$ cat src/rtl/key_press_classifier.sv
// Turns the debounced key level into single-cycle press, release, short-press,
// long-press and auto-repeat events, and keeps a wrapping count of short presses.
module key_press_classifier #(
  parameter logic [31:0] LONG_CNT   = 32'd99_999_999,
  parameter logic [31:0] REPEAT_CNT = 32'd19_999_999
) (
  input  logic       clk,
  input  logic       rst_n,
  input  logic       key_level,
  output logic       press_pulse,
  output logic       release_pulse,
  output logic       short_press,
  output logic       long_press,
  output logic       repeat_pulse,
  output logic       held,
  output logic [7:0] press_count
);

  typedef enum logic [1:0] {
    IDLE    = 2'd0,
    PRESSED = 2'd1,
    LONG    = 2'd2
  } state_t;

  state_t      state_reg;
  logic        key_d_reg;
  logic [31:0] hold_cnt_reg;
  logic [31:0] rep_cnt_reg;

  always_ff @(posedge clk) begin
    if (!rst_n) begin
      // key_d resets high so a key held through reset needs a release first
      state_reg     <= IDLE;
      key_d_reg     <= 1'b1;
      hold_cnt_reg  <= '0;
      rep_cnt_reg   <= '0;
      press_pulse   <= 1'b0;
      release_pulse <= 1'b0;
      short_press   <= 1'b0;
      long_press    <= 1'b0;
      repeat_pulse  <= 1'b0;
      held          <= 1'b0;
      press_count   <= '0;
    end else begin
      key_d_reg     <= key_level;
      press_pulse   <= 1'b0;
      release_pulse <= 1'b0;
      short_press   <= 1'b0;
      long_press    <= 1'b0;
      repeat_pulse  <= 1'b0;

      case (state_reg)
        IDLE: begin
          if (key_level && !key_d_reg) begin
            state_reg    <= PRESSED;
            hold_cnt_reg <= '0;
            press_pulse  <= 1'b1;
            held         <= 1'b1;
          end
        end

        PRESSED: begin
          // release is checked first so a release on the threshold cycle is short
          if (!key_level) begin
            state_reg     <= IDLE;
            release_pulse <= 1'b1;
            short_press   <= 1'b1;
            press_count   <= press_count + 8'd1;
            held          <= 1'b0;
          end else if (hold_cnt_reg == LONG_CNT - 32'd1) begin
            state_reg   <= LONG;
            long_press  <= 1'b1;
            rep_cnt_reg <= '0;
          end else begin
            hold_cnt_reg <= hold_cnt_reg + 32'd1;
          end
        end

        LONG: begin
          if (!key_level) begin
            state_reg     <= IDLE;
            release_pulse <= 1'b1;
            held          <= 1'b0;
          end else if ((REPEAT_CNT != 32'd0) && (rep_cnt_reg == REPEAT_CNT - 32'd1)) begin
            repeat_pulse <= 1'b1;
            rep_cnt_reg  <= '0;
          end else if (rep_cnt_reg != 32'hFFFF_FFFF) begin
            rep_cnt_reg <= rep_cnt_reg + 32'd1;
          end
        end

        default: begin
          state_reg <= IDLE;
          held      <= 1'b0;
        end
      endcase
    end
  end

endmodule

$ cat config.mk
export PLATFORM = sky130hd
export DESIGN_NAME = key_press_classifier
export DESIGN_NICKNAME = d
export VERILOG_FILES = /design/src/rtl/key_press_classifier.sv
export SDC_FILE = /design/constraint.sdc
export NUM_CORES = 1
export LEC_CHECK = 0
export CORE_MARGIN = 5
export CORE_UTILIZATION = 50
export CTS_CLUSTER_DIAMETER = 100
export CTS_CLUSTER_SIZE = 24
export DETAILED_ROUTE_END_ITERATION = 6
export DONT_BUFFER_PORTS = 1
export PLACE_DENSITY_LB_ADDON = 0.2
export SLEW_MARGIN = 40
export SYNTH_ARGS = -nofsm -noshare
export SYNTH_HDL_FRONTEND = slang
export SYNTH_SLANG_ARGS = --single-unit
$ cat constraint.sdc
create_clock -name clk -period 2.4 [get_ports clk]
set_input_delay 0.36 -clock clk [delete_from_list [all_inputs] [get_ports clk]]
set_output_delay 0.36 -clock clk [all_outputs]
set_load 0.02 [all_outputs]
* After elaboration in Yosys (flattened, before gate mapping)
Index checks and enable logic that the tools add are counted.
** Cells by class
- Add/sub/neg operators :: 3
- $mul :: 0
- Divide/modulo/power cells :: 0
- $lt $le $gt $ge :: 0
- Equality and inequality tests :: 14
- Shift-type cells :: 0
- Muxes and demuxes :: 22
- Bitwise logic cells :: 1
- Reductions and logical operators :: 16
** Operators by type and width (number)
- 2-to-1 mux 32 bit :: 8
- case mux 32 bit (2 select lines) :: 2
- adder 32 x 1 -> 32 bit (second input constant) :: 2
- == test 32 x 25 -> 1 bit (second input constant) :: 1
- == test 32 x 27 -> 1 bit (second input constant) :: 1
- != test 32 bit (second input constant) :: 1
- != test 2 bit (second input constant) :: 7
- AND reduction 2 bit :: 5
- AND reduction 3 bit :: 3
- adder 8 x 1 -> 8 bit (second input constant) :: 1
- 2-to-1 mux 2 bit :: 4
- 2-to-1 mux 1 bit :: 6
- != test 3 bit (second input constant) :: 2
- case mux 2 bit (3 select lines) :: 1
- AND reduction 5 bit :: 1
- AND reduction 4 bit :: 1
- nonzero test 2 bit :: 2
- == test 2 x 1 -> 1 bit (second input constant) :: 1
- == test 2 bit (second input constant) :: 1
- logical NOT 2 bit :: 1
- case mux 1 bit (2 select lines) :: 1
- OR reduction 2 bit :: 1
- logical AND 1 bit :: 1
- logical NOT 1 bit :: 1
- inverter 1 bit :: 1
** Storage, ports and cells
- Bits in registers :: 81
- Latch bits :: 0
- RAM bits :: 0
- Memory bits (read-only) :: 0
- Input bits :: 3
- Output and inout port bits :: 14
- Logic and storage cells :: 67
- Memories :: 0

* Longest topological paths before layout
- Word-level depth :: 5
- Mapped depth :: 10
- Mapped depth without buffers :: 8

* Worst setup path before layout
Ideal clock, no wire load.
- Path type :: register -> register
- Start :: reg hold_cnt_reg[0]
- End :: reg hold_cnt_reg[19]
- Setup time :: 70 ps
- Data arrival time :: 2289 ps
- Required time :: 2330 ps
- Path slack :: 41 ps
- Stages on the path, launching flop included :: 11
- Buffers on the path :: 2
- Period minus slack after synthesis :: 2359 ps
- Cell sequence :: dfxtp_1 inv_1 ha_1 nor4b_1 and4_1 and3_2 buf_2 or3_1 buf_2 or4_1 a21oi_1
** Between the ends
- Word-level cells in the longest chain between the ends :: 4
- Elaborated cells between the ends (all ways) :: 7
- Those cells by class :: add/sub (1); eq/ne (2); mux (3); reduce/logical (1)
** Ends and longest elaborated chain
- start: declaration :: line 27 : logic [31:0] hold_cnt_reg;
- start signal: assignment :: line 75 : hold_cnt_reg <= hold_cnt_reg + 32'd1;
- adder 32 x 1 -> 32 bit :: line 75
- 2-to-1 mux 32 bit :: line 70 : end else if (hold_cnt_reg == LONG_CNT - 32'd1) begin
- 2-to-1 mux 32 bit :: line 64 : if (!key_level) begin
- case mux 32 bit (2 select lines) :: line 52 : case (state_reg)
Parallel ways exist; a longest one is shown, timed or not. The select of a mux whose other input is x is not followed.
A chain may end at the register's enable or synchronous reset.

* Worst setup path in the final report
- Start :: reg hold_cnt_reg[0]
- End :: reg hold_cnt_reg[16]
The elaborated chain is that of the path after synthesis.

==> reports/metrics.csv <==
stage,metric,value,unit
outcome,outcome,finished clean,
sta,Least-Margin Pin Slew,0.5836,ns
layout,Antenna Cells,0,
worst_setup_path,Buffers & Inverters on Critical Path,3,
floorplan,DIE HEIGHT,102.3,um
layout,"commonest non-fill, non-tap cell in the layout",dfxtp_1,
floorplan,Core ar.,8258,sq um
placement,GP Congestion,0.8714,
worst_setup_path,FF-to-FF setup slack,0.07,ns
clock_network,"Reg clk slew, reported paths",0.08,ns
clock_network,CTS tree,done,
placement,PortBufs,0,
worst_setup_path,worst path arrival time,2.60,ns
worst_setup_path,r2r endpoint,hold_cnt_reg[16],
synth,Mapped Nets,525,
synth,ys flop type,dfxtp_1,
power,PD cells,497.5,nW/um^2
job,max capacitance violation total,0,
placement,Cells after DPL,646,
power,Max IR drop VDD,0.0003194,V
clock_network,worst skew pair latency,0.34,ns
layout,Multi-input gate area,2517,sq um
layout,Finished Core Util,60.61,%
grt,GRT Residual Overflow,0,
worst_setup_path,R2R Path Start,hold_cnt_reg[0],
floorplan,die area,10460,sq um
sta,clk_skew,0.007936,ns
route,Via density,5.988,
worst_setup_path,"Max stage delay cell, worst path",or4_1,
worst_setup_path,WP data required,2.68,ns
synth,Syn Inst Count,514,
layout,filler cell count,703,
sta,Min Hold Slack,0.1219,ns
layout,most frequent cells in the layout,"80 x dfxtp_1, 58 x buf_4, 50 x nor2_1",
clock_network,H-Tree Depth,3,
sta,Final period util,96.90,%
power,P_leak,1.767,nW
worst_setup_path,crit-path max cell delay,0.40,ns
floorplan,# rows,33,
grt,Total GRT Usage,20.54,%
sta,Slew HR,60.48,%
min_path,Hold Crit Start,rst_n,
synth,Post-Syn Area,4255,sq um
layout,Non-Filler Instances,667,
layout,FF+latch area,1623,sq um
synth,Async SR Flop Fraction,0,%
synth,Yosys Warn Count,0,
floorplan,Die W,102.3,um
sta,Final Hold Vio Count,0,
sta,crit path time final,2.326,ns
route,Antenna Nets Post-Route,0,
min_path,HP Class,in -> reg,
synth,sequential share of the synthesized area,38.11,%
route,Routed wire per std cell,15.52,um
route,initial DRC count,228,
grt,largest net degree at the start of global routing,53,
clock_network,clock buffer count from CTS,9,
worst_setup_path,critical path class,reg -> reg,
sta,"Setup violations, final",0,
worst_setup_path,crit-path leading delay family,simple AND/OR/NAND/NOR gates,
placement,DP Wirelength,7307,um
sta,Achievable Freq,430.0,MHz
worst_setup_path,Worst setup EP type,flop,
layout,Final #Nets,568,
grt,first-pass GRT wire length,17240,um
clock_network,count of clock tree sinks,81,
worst_setup_path,CP Max Fanout,14,
route,via count,3994,
layout,area grow syn2layout,17.61,%
route,overall routed net length,10350,um
layout,share of post-route cells with drive strength above 1,18.86,%
grt,vias in the first global route,3711,
min_path,Worst Hold End,key_d_reg,
route,DRC Markers,0,
sta,setup TNS,0,ns
route,drt pass-1 iters,4,
synth,synth unique cells,58,
floorplan,Starting Density,51.53,%
synth,number of synthesized flops with an enable pin,0,
worst_setup_path,CP startpoint kind,flop,
clock_network,Clock Tree Buf Depth,2,
synth,post-synthesis area per instance,8.279,sq um
min_path,WHS Path Cells,1,
grt,initial antenna violation count,0,
worst_setup_path,CP cell instances,"inv_1, ha_1, nor4b_2, and4_1, buf_4, and3_2, buf_6, or2_4, or4_1, a21oi_1",
synth,Synth Register Bits,81,
worst_setup_path,worst reg2reg path depth,10,
sta,Max Slew Vio Count,0,
floorplan,num ports,17,
clock_network,Root Driver,clkbuf_8,
where the power goes:
group	switching [mW]	internal, mW	total (mW)	leakage [nW]
Sequential	0.0153	1.35	1.37	0.653
Combinational	0.0772	0.0499	0.127	1.02
Clock	0.486	0.506	0.992	0.0953
Total	0.579	1.91	2.49	1.77
kinds of logic (layout without fill, tap and decap cells):
logic type	after synthesis	in the layout	share of synthesized area, %
DFF	81	81	38.11
buffers and inverters	48	95	4.586
xor gates and xnor gates	27	27	5.557
adders and majority gates	8	8	2.352
and+or+nand+nor	235	236	31.84
muxes	2	2	0.4705
AOI/OAI and AO/OA	113	113	17.08
layer usage:
| layer | track usage, % | up-vias | wire length (um) |
|---|---|---|---|
| met5 | 0 | - | 0 |
| met4 | 7.265 | 0 | 189 |
| met3 | 3.823 | 20 | 480 |
| met2 | 32.03 | 100 | 4676 |
| met1 | 28.45 | 1900 | 5002 |
| li1 | - | 1974 | - |
worst max path at each step:
| stage | start | slack [ns] | cells after the start | to |
|---|---|---|---|---|
| 2_1_floorplan | hold_cnt_reg[0] | 0.04 | 10 | hold_cnt_reg[19] |
| 6_report | hold_cnt_reg[0] | 0.07 | 10 | hold_cnt_reg[16] |
| 4_1_cts | hold_cnt_reg[0] | 0.003 | 10 | rep_cnt_reg[24] |
| 5_1_grt | state_reg[1] | -0.02 | 8 | hold_cnt_reg[30] |
| 3_5_place_dp | hold_cnt_reg[0] | -0.07 | 9 | hold_cnt_reg[19] |
| 3_3_place_gp | hold_cnt_reg[0] | -0.09 | 8 | rep_cnt_reg[15] |
repair_timing:
action	in CTS	in global routing
endpoints found under the hold margin	0	0
setup buffers	0	4
gates cloned	0	1
pin swaps	0	6
hold buffers	0	0
endpoints found under the setup margin	4	35
resized for setup	3	13
final cells by class:
type	count	area share, %
sequential	81	32.43
inverter	18	1.350
timing repair buffer	61	9.375
clock buffer	11	2.825
tap	105	2.625
clock inverter	5	1.100
multi-input combinational	386	50.30
Yosys cell counts (14+ instances only):
cell type / count / area share [%]
dfxtp_1: 81 / 38
nor2_1: 50 / 4.4
nand2_1: 45 / 4.0
o211ai_1: 28 / 4.9
o21ai_0: 27 / 3.2
nand3_1: 24 / 2.8
xnor2_1: 24 / 4.9
a21oi_1: 19 / 2.2
inv_1: 18 / 1.6
clkbuf_1: 17 / 1.5
nand4_1: 14 / 2.1
per-stage QoR:
step / setup WS, ns / cell area (sq um) / power (mW)
2_1_floorplan: 0.04104 / 4255 / 1.493
3_3_place_gp: -0.08942 / 4697 / 1.522
3_5_place_dp: -0.07401 / 4708 / 1.525
4_1_cts: 0.003131 / 4916 / 2.518
5_1_grt: -0.02201 / 5005 / 2.606
6_report: 0.07437 / 5005 / 2.490
Power figures use the tool's default switching activity.
